<file path="src/rtl/morse_receiver_if.sv">
// Morse receiver port bundle: serial line in, decoded letter and status out.
// master = line driver / display consumer side, slave = the receiver itself.
interface morse_receiver_if;
  logic        serial_in;
  logic [12:0] pattern;
  logic [2:0]  letter_idx;
  logic        match;
  logic        valid;
  logic        overflow;
  logic        busy;

  modport master (
    output serial_in,
    input  pattern, letter_idx, match, valid, overflow, busy
  );

  modport slave (
    input  serial_in,
    output pattern, letter_idx, match, valid, overflow, busy
  );
endinterface

</file>
<file path="src/rtl/morse_receiver.sv">
// Morse receiver: mid-bit sampling of the serial line, 13-bit pattern capture, letter table match.
// Optional MORSE_RX_SYNC_EN adds a 2-flop input synchronizer for asynchronous sources.
module morse_receiver #(
  parameter int TICK_COUNT = 25000000,
  parameter int GAP_LEN    = 3
) (
  input  logic             clock,
  input  logic             reset,
  morse_receiver_if.slave  bus
);

  localparam int              ZR_W     = $clog2(GAP_LEN + 1);
  localparam logic [24:0]     DIV_HALF = 25'(TICK_COUNT / 2 - 1);
  localparam logic [24:0]     DIV_FULL = 25'(TICK_COUNT - 1);
  localparam logic [ZR_W-1:0] ZR_LAST  = ZR_W'(GAP_LEN - 1);

  typedef enum logic [1:0] {IDLE, RECV, DONE, DRAIN} state_t;

  state_t          state, state_nxt;
  logic [24:0]     div;
  logic [12:0]     shift_buf;
  logic [3:0]      bit_cnt;
  logic [ZR_W-1:0] zero_run;
  logic            line, line_prev;
  logic [12:0]     pattern_r;
  logic [2:0]      idx_r;
  logic            match_r, valid_r, overflow_r;
  logic            rise, strobe, exhausted;
  logic [3:0]      wr_idx;

`ifdef MORSE_RX_SYNC_EN
  logic sync_p0, sync_p1;
  // input synchronizer stage boundary
  always_ff @(posedge clock or negedge reset) begin
    if (!reset) begin
      sync_p0 <= 1'b0;
      sync_p1 <= 1'b0;
    end else begin
      sync_p0 <= bus.serial_in;
      sync_p1 <= sync_p0;
    end
  end
  assign line = sync_p1;
`else
  assign line = bus.serial_in;
`endif

  assign rise      = line & ~line_prev;
  assign strobe    = ((state == RECV) || (state == DRAIN)) && (div == 25'd0);
  assign exhausted = (bit_cnt == 4'd13);
  assign wr_idx    = 4'd12 - bit_cnt;

  function automatic logic [3:0] lookup(input logic [12:0] p);
    case (p)
      13'b1010000000000: lookup = 4'b1000;
      13'b1011101110111: lookup = 4'b1001;
      13'b1110101110000: lookup = 4'b1010;
      13'b1011101010000: lookup = 4'b1011;
      13'b1110111000000: lookup = 4'b1100;
      13'b1110100000000: lookup = 4'b1101;
      13'b1110111011100: lookup = 4'b1110;
      13'b1011101110100: lookup = 4'b1111;
      default:           lookup = 4'b0000;
    endcase
  endfunction

  always_ff @(posedge clock or negedge reset) begin
    if (!reset) state <= IDLE;
    else        state <= state_nxt;
  end

  always_comb begin
    state_nxt = state;
    case (state)
      IDLE:  if (rise) state_nxt = RECV;
      RECV: begin
        if (strobe) begin
          if (line && exhausted)                  state_nxt = DRAIN;
          else if (!line && (zero_run == ZR_LAST)) state_nxt = DONE;
        end
      end
      DONE:  state_nxt = IDLE;
      DRAIN: if (strobe && !line && (zero_run == ZR_LAST)) state_nxt = IDLE;
      default: state_nxt = IDLE;
    endcase
  end

  // Terminating zeros are never written as ones, so the buffer is already the padded pattern.
  always_ff @(posedge clock or negedge reset) begin
    if (!reset) begin
      div        <= '0;
      shift_buf  <= '0;
      bit_cnt    <= '0;
      zero_run   <= '0;
      line_prev  <= 1'b0;
      pattern_r  <= '0;
      idx_r      <= '0;
      match_r    <= 1'b0;
      valid_r    <= 1'b0;
      overflow_r <= 1'b0;
    end else begin
      line_prev <= line;
      valid_r   <= 1'b0;
      case (state)
        IDLE: begin
          div <= '0;
          if (rise) begin
            div       <= DIV_HALF;
            shift_buf <= '0;
            bit_cnt   <= '0;
            zero_run  <= '0;
          end
        end
        RECV, DRAIN: begin
          div <= strobe ? DIV_FULL : div - 25'd1;
          if (strobe) begin
            zero_run <= line ? '0 : zero_run + ZR_W'(1);
            if ((state == RECV) && !exhausted) begin
              if (line) shift_buf[wr_idx] <= 1'b1;
              bit_cnt <= bit_cnt + 4'd1;
            end
            if ((state == RECV) && line && exhausted) overflow_r <= 1'b1;
            if (state_nxt == DONE) begin
              pattern_r          <= shift_buf;
              {match_r, idx_r}   <= lookup(shift_buf);
              valid_r            <= 1'b1;
              overflow_r         <= 1'b0;
            end
          end
        end
        default: div <= '0;
      endcase
    end
  end

  assign bus.pattern    = pattern_r;
  assign bus.letter_idx = idx_r;
  assign bus.match      = match_r;
  assign bus.valid      = valid_r;
  assign bus.overflow   = overflow_r;
  assign bus.busy       = (state != IDLE);

endmodule
</file>
<file path="src/flat_wrapper.sv">
// flat-port wrapper written by rule: the top's interface ports become plain ports
module morse_receiver_flat 
#(
  parameter int TICK_COUNT = 25000000,
  parameter int GAP_LEN    = 3
)
  (clock, reset, bus_serial_in, bus_pattern, bus_letter_idx, bus_match, bus_valid, bus_overflow, bus_busy);
  morse_receiver_if bus_i ();
  input  logic clock;
  input  logic reset;
  input wire logic [$bits(bus_i.serial_in)-1:0] bus_serial_in;
  output wire logic [$bits(bus_i.pattern)-1:0] bus_pattern;
  output wire logic [$bits(bus_i.letter_idx)-1:0] bus_letter_idx;
  output wire logic [$bits(bus_i.match)-1:0] bus_match;
  output wire logic [$bits(bus_i.valid)-1:0] bus_valid;
  output wire logic [$bits(bus_i.overflow)-1:0] bus_overflow;
  output wire logic [$bits(bus_i.busy)-1:0] bus_busy;
  assign bus_i.serial_in = bus_serial_in;
  assign bus_pattern = bus_i.pattern;
  assign bus_letter_idx = bus_i.letter_idx;
  assign bus_match = bus_i.match;
  assign bus_valid = bus_i.valid;
  assign bus_overflow = bus_i.overflow;
  assign bus_busy = bus_i.busy;
  morse_receiver #(.TICK_COUNT(TICK_COUNT), .GAP_LEN(GAP_LEN)) u_core (.clock(clock), .reset(reset), .bus(bus_i));
endmodule
</file>
<file path="config.mk">
export PLATFORM = sky130hd
export DESIGN_NAME = morse_receiver_flat
export DESIGN_NICKNAME = d
export VERILOG_FILES = /design/src/rtl/morse_receiver_if.sv /design/src/rtl/morse_receiver.sv /design/src/flat_wrapper.sv
export SDC_FILE = /design/constraint.sdc
export NUM_CORES = 1
export LEC_CHECK = 0
export CORE_ASPECT_RATIO = 1.75
export CORE_MARGIN = 5
export CORE_UTILIZATION = 50
export CTS_BUF_LIST = sky130_fd_sc_hd__clkbuf_2
export CTS_CLUSTER_DIAMETER = 200
export DETAILED_ROUTE_END_ITERATION = 8
export HOLD_SLACK_MARGIN = 0.12
export PLACE_DENSITY = 0.69
export SETUP_SLACK_MARGIN = 0.3
export SYNTH_ARGS = -nofsm -noshare
export SYNTH_HDL_FRONTEND = slang
export SYNTH_SLANG_ARGS = --single-unit
</file>
<file path="constraint.sdc">
create_clock -name clock -period 3 [get_ports clock]
set_input_delay 0.75 -clock clock [delete_from_list [all_inputs] [get_ports clock]]
set_output_delay 0.75 -clock clock [all_outputs]
set_load 0.01 [all_outputs]
</file>
; ---- After elaboration in Yosys (flattened, before gate mapping)
; Cells that the tools add are included.
[totals]
ff_bits = 66
[op_classes]
n_lt_le_gt_ge = 2
muxes = 30
n_eq_ne = 18
reduce_logical = 23
n_bitwise = 3
n_addsub = 4
[ops]
columns = op, count
row1 = "13-bit == test, second input constant", 8
row2 = 13-bit 2-to-1 mux, 4
row3 = 25-bit case mux with 2 select lines, 1
row4 = 4-bit case mux with 8 select lines, 1
row5 = 13-bit case mux with 2 select lines, 1
row6 = 25-bit zero test, 1
row7 = 25-bit 2-to-1 mux, 1
row8 = "25-bit by 1-bit subtractor with 25-bit output, second input constant", 1
row9 = 24-bit 2-to-1 mux, 1
row10 = 2-bit 2-to-1 mux, 8
row11 = 13-bit OR, 1
row12 = 4-bit 2-to-1 mux, 3
row13 = 1-bit logical AND, 9
row14 = 3-bit AND reduction, 3
row15 = "2-bit == test, second input constant", 4
row16 = 2-bit case mux with 4 select lines, 1
row17 = 4-bit case mux with 2 select lines, 1
row18 = 1-bit 2-to-1 mux, 6
row19 = "2-bit by 1-bit != test with 1-bit output, second input constant", 3
row20 = 2-bit nonzero test, 3
row21 = "4-bit by 5-bit less-than comparator with 1-bit output, second input constant", 1
row22 = 5-bit AND reduction, 1
row23 = "4-bit by 1-bit adder with 4-bit output, second input constant", 1
row24 = 1-bit demux with 4-bit select, 1
row25 = other kinds (14), 15

; ---- Logic depth before layout (Yosys ltp)
[logic_depth]
ltp_word = 11
depth_mapped = 8

; ---- Least setup slack after synthesis
; No wires, ideal clock.
[synth_path]
kind = register -> register
start = reg u_core.div[0]
end = reg u_core.shift_buf[10]
arrival_ps = 2111
stages_incl_launch_ff = 8
required_ps = 2924
setup_ps = 76
synth_period_minus_slack_ps = 2187
path_slack_ps = 813
path_cell_list = dfrtp_1 -> inv_1 -> ha_1 -> nor4b_2 -> nand3_2 -> or4_4 -> or3_4 -> o21ai_1
[synth_via]
elab_chain_cells = 4
[synth_lines]
columns = element, line
row1 = from (decl), morse_receiver.sv:20  ; logic [24:0] div;
row2 = from (signal assigned), morse_receiver.sv:115  ; div <= strobe ? DIV_FULL : div - 25'd1;
row3 = 25-bit zero test, morse_receiver.sv:49  ; assign strobe = ((state == RECV) || (state == DRAIN)) && (div == 25'd0);
row4 = 1-bit logical AND, morse_receiver.sv:49
row5 = 2-bit by 1-bit != test with 1-bit output (no source line), -
row6 = 5-bit AND reduction (no source line), -
row7 = to (signal assigned), morse_receiver.sv:92  ; shift_buf <= '0;
row8 = to (signal assigned), morse_receiver.sv:109  ; shift_buf <= '0;
row9 = "to (signal, indexed assignment)", morse_receiver.sv:119  ; if (line) shift_buf[wr_idx] <= 1'b1;
row10 = to (decl), morse_receiver.sv:21  ; logic [12:0] shift_buf;
; Every way passes these cells.
; A chain may end at the register's enable or synchronous reset.

; ---- Final worst setup path
[layout_path]
start = reg u_core.state[0]
end = out bus_busy
[layout_via]
elab_chain_cells = 1
[layout_lines]
columns = element, line
row1 = from (decl), morse_receiver.sv:19  ; state_t state, state_nxt;
row2 = from (signal assigned), morse_receiver.sv:69  ; else state <= state_nxt;
row3 = 2-bit nonzero test, morse_receiver.sv:141  ; assign bus.busy = (state != IDLE);
row4 = to (decl), flat_wrapper.sv:17  ; output wire logic [$bits(bus_i.busy)-1:0] bus_busy;
; Every way passes these cells.

==> results.md <==
Routing:
- After the first detailed-routing iteration, the DRC count stood at 179.
- After detailed routing, the number of vias per cell comes to 5.90.
- The detailed-route DRC error count is 0.
- The sum of routed wire length over all layers is 7600 um.
- Summing over every cut layer, the via total after detailed routing is 2649.
- The residual antenna-violating net count after detailed routing is 0.
- Before antenna repair, the detailed router went through 4 iterations.
- The final routed wire length divided by cell count is 16.9 um.

Global route:
- The via count of the first global-routing pass is 2632.
- The layer with the highest usage is met2.
- In the global route stage, met1 resource usage came out at 22.2%.
- Entering global routing, the biggest net connects 67 pins.
- The total global routing track utilization is 20.0%.
- The global-route wire length before repair is 13200 um.
- For this run the aggregate overflow at the end of global routing stands at 0.
- In the global route stage, met3 resource usage came out at 4.50%.
- For met2 alone, demand over resource in global routing was 35.4%.
- The initial antenna violation count is 0.

STA:
- The shortest period the worst path allows is 2.54 ns.
- Setup violations remaining at the end of the flow were counted as 0.
- The number of hold violations in the final report came to 0.
- Headroom to the max-slew limit came out at 61.7%.
- The least setup slack across all paths after layout is 0.459 ns.
- The worst-case clock skew is 0.0250 ns.
- The share of the cycle needed by the critical path after routing is 84.7%.
- In the final timing run, aggregate negative setup slack is 0 ns.
- Setup repair after global routing left no endpoint under its margin.
- The max-slew violation count is 0.
- The worst-margin pin slew is 0.571 ns.
- The achievable frequency is 0.394 GHz.

Pwr:
- The combinational power share is 29.8%.
- The net switching fraction of the power is 36.5%.
- Internal power comes to 1.66 mW.
- The worst ir drop on vdd is 0.526 mV.
- Per report_power, the clock group accounts for 22.2% of the total.
- In this run the power density over the cells is 670 mW/mm^2.
- The overall power consumption is 2.61 mW.
- For this design the static power due to leakage is 1.68 nW.
- Of the total power, registers draw 48.0%.
- Summed over all nets, the switching power comes to 952 uW.

Finish:
- The top cell types in the final layout, fill and taps aside, are 65 x dfrtp_1, 38 x nand2_1, 24 x nor2_1, 21 x clkdlybuf4s50_1, 20 x o21ai_0.
- The fraction of final layout cells sized beyond drive strength 1 is 16.9%.
- The fraction of the core area covered by cells at the end of the flow is 59.5%.
- Leaving out fill and tap cells, the most frequent cell in the layout is dfrtp_1.
- The count of fill cells added during filler insertion is 602.
- Compared with the post-synthesis result, the final layout area differs by 15.6%.
- The number of antenna cells inserted is 0.
- In the final layout, the multi-input gates occupy 0.00164 sq mm.
- For this run, the post-layout net count is 374.
- Summing all flip-flop and latch instances after layout gives 0.00166 sq mm.

Worst setup path:
- Of all nets on the critical path, the largest fanout is 19.
- Walking the worst path, the cells encountered are inv_1 -> nand2_1 -> clkdlybuf4s50_1.
- Data arrives at the worst endpoint at 1.79 ns.
- The reg-to-reg setup timing slack is 0.52 ns.
- The master of the slowest instance on the critical path is dfrtp_4.
- The kind of start point of the critical path is a register.
- The highest cell delay on the worst timing path is 0.58 ns.
- The most critical setup path has its startpoint at u_core.state[0]$_DFF_PN0_.
- At the worst endpoint, the required time is 2.25 ns.
- The path type of the worst setup path is register to output pin.
- The launching point of the worst reg2reg path is u_core.div[13]$_DFF_PN0_.
- STA classifies the critical path endpoint as an output pin.

Synth:
- The share of cell area taken by muxes after synthesis is 4.94%.
- For this run, the register share of the synthesized area comes to 49.1%.
- The post-synthesis adder-cell area fraction is 2.97%.
- After synthesis the netlist holds a flip-flop and latch count of 66.
- Summing the areas of all compound-gate instances in the mapped netlist gives 12.6% of the synthesized area.
- The post-synthesis simple-gate area fraction is 22.5%.
- The synthesized instance count is 330.
- By area, the combinational part of the netlist is dominated by simple AND/OR/NAND/NOR gates.
- The number of nets handed over by synthesis was 341.
- After Yosys synthesis, XOR and XNOR cells account for 5.20% of the synthesized area.
- Yosys printed 0 warnings.
- The fraction of registers with async set or reset after synthesis is 100%.
- Counting flops with a built-in enable in the synthesized netlist gives 0.
- The average instance area after synthesis is 10.2 sq um.
- The area of the mapped netlist is 0.00337 sq mm.
- The synthesized netlist contains 53 unique library cells.
- The primary flip-flop cell chosen by synthesis mapping is dfrtp_1.

Outcome:
- The run finished with clean final reports.

Clock tree:
- The CTS tree is built.
- Buffers inserted during clock tree synthesis total 9.
- The TritonCTS sink count is 66.
- The root buffer cell chosen for the clock tree is clkbuf_2.
- Clock-pin slew was measured on the worst setup and hold paths at 0.17 ns.
- The clock passes through at most 2 buffers.
- The clock network latency to the later pin of the worst-skew pair is 0.52 ns.
- After clock tree synthesis, the setup repair step added 0 buffers.
- The number of H-tree levels is 3.

Placed design:
- In this run the tool buffered the top-level ports with 22 buffer cells.
- The post-detailed-placement half-perimeter wirelength is 5550 um.
- The congestion estimate from routability-driven global placement came to 0.881.
- The worst setup slack after placement is 0.207 ns.

Die:
- The overall die height is 119 um.
- The overall die area is 0.00854 sq mm.
- The total number of placement rows is 39.
- In this run the count of I/O pins placed on the die edge is 23.
- The total area inside the core boundary comes to 0.00654 sq mm.
- The die is 72.0 um wide.
- The effective utilization at floorplan is 51.5%.

Run:
- The max-capacitance violation count is 0.

Hold path:
- The min-delay analysis places its worst path in the category input pin to asynchronous set/reset pin.
==> cell families (layout without fill, tap and decap cells) <==
kind of cell / count (synthesis) / count (layout)
muxes: 15 / 15
and+or+nand+nor: 130 / 130
DFF: 66 / 66
xor gates and xnor gates: 20 / 20
adders and majority gates: 8 / 8
buffers and inverters: 24 / 61
AOI/OAI and AO/OA: 67 / 67
==> area by class of cell <==
cell class	count	area share, %
multi-input cells	240	42.1
well taps	82	2.63
clock inverters	6	2.12
flip-flops and latches	66	42.5
inverters	10	0.964
repair buffers	36	8.55
clock buffers	9	1.16
==> power by group through the flow <==
stage	sequential, mW	combinational, mW	clock, mW
floorplan	1.22	0.566	0
global placement	1.25	0.769	0
detailed placement	1.26	0.782	0
CTS	1.25	0.785	0.597
global route	1.28	0.878	0.644
finish	1.25	0.777	0.580
==> stage by stage <==
stage	hold slack, ns	cell area, sq um	cells
final	0.213	3890	449
after global routing	0.193	3890	449
after CTS	0.200	3890	449
after detailed placement	0.483	3760	434
after global placement	0.472	3760	434
after floorplan	0.454	3370	330
==> worst max-delay path, delay by kind of cell, from the launching register on <==
family,cells,cell delay [ns]
buffers and inverters,2,0.64
flip-flops,1,0.58
AND/OR/NAND/NOR,1,0.07
==> what timing repair did <==
item | 4_1_cts | 5_1_grt
hold buffers | 0 | 0
setup endpoints to repair | 1 | 1
pin swaps | 0 | 0
endpoints found under the hold margin | 0 | 0
gates resized for setup | 1 | 1
==> registers in the layout (all words and copies together), names as in the netlist <==
signal and flops:
u_core.bus.valid 1, u_core.shift_buf 13, u_core.line_prev 1, u_core.bus.overflow 1, u_core.bus.letter_idx 3, u_core.bus.match 1, u_core.bus.pattern 13, u_core.div 25
u_core.zero_run 2, u_core.bit_cnt 4, u_core.state 2
==> synthesized netlist by cell type, types with 3 or more instances <==
cell	count	area, sq um
dfrtp_1	66	1650
nand2_1	38	143
nor2_1	24	90.1
o21ai_0	20	100
a21oi_1	15	75.1
xnor2_1	13	114
mux2_2	12	135
clkbuf_1	11	41.3
inv_1	10	37.5
nor4_1	10	62.6
nand3_1	9	45.0
ha_1	8	100
nor3_1	8	40.0
xor2_1	7	61.3
nand4_1	6	37.5
o21a_1	5	37.5
a211oi_1	4	30.0
nor4_2	4	50.1
nor4b_1	4	35.0
or4_1	4	30.0
a22o_1	3	26.3
a31oi_1	3	18.8
o21ai_1	3	15.0
o41ai_1	3	26.3
or2_2	3	18.8
==> path summary, 6_finish.rpt <==
| path | endpoint | cells after the start |
|---|---|---|
| worst max-delay path | bus_busy | 3 |
| worst min-delay path | u_core.bus.letter_idx[1]$_DFFE_PN0P_ | 2 |
| worst max register to register | u_core.shift_buf[9]$_DFFE_PN0P_ | 5 |
| worst min register to register | u_core.bus.match$_DFFE_PN0P_ | 1 |
| max in group asynchronous | u_core.state[0]$_DFF_PN0_ | 2 |
| min in group clock | u_core.bus.match$_DFFE_PN0P_ | 1 |
==> layer usage <==
metal  part of all wire (%)  vias to the layer above
met1                     38                     1300
met5                      0                        -
li1                       -                     1271
met3                    4.2                       17
met2                     56                       61
met4                    2.5                        0
Power figures use the tool's default switching activity.
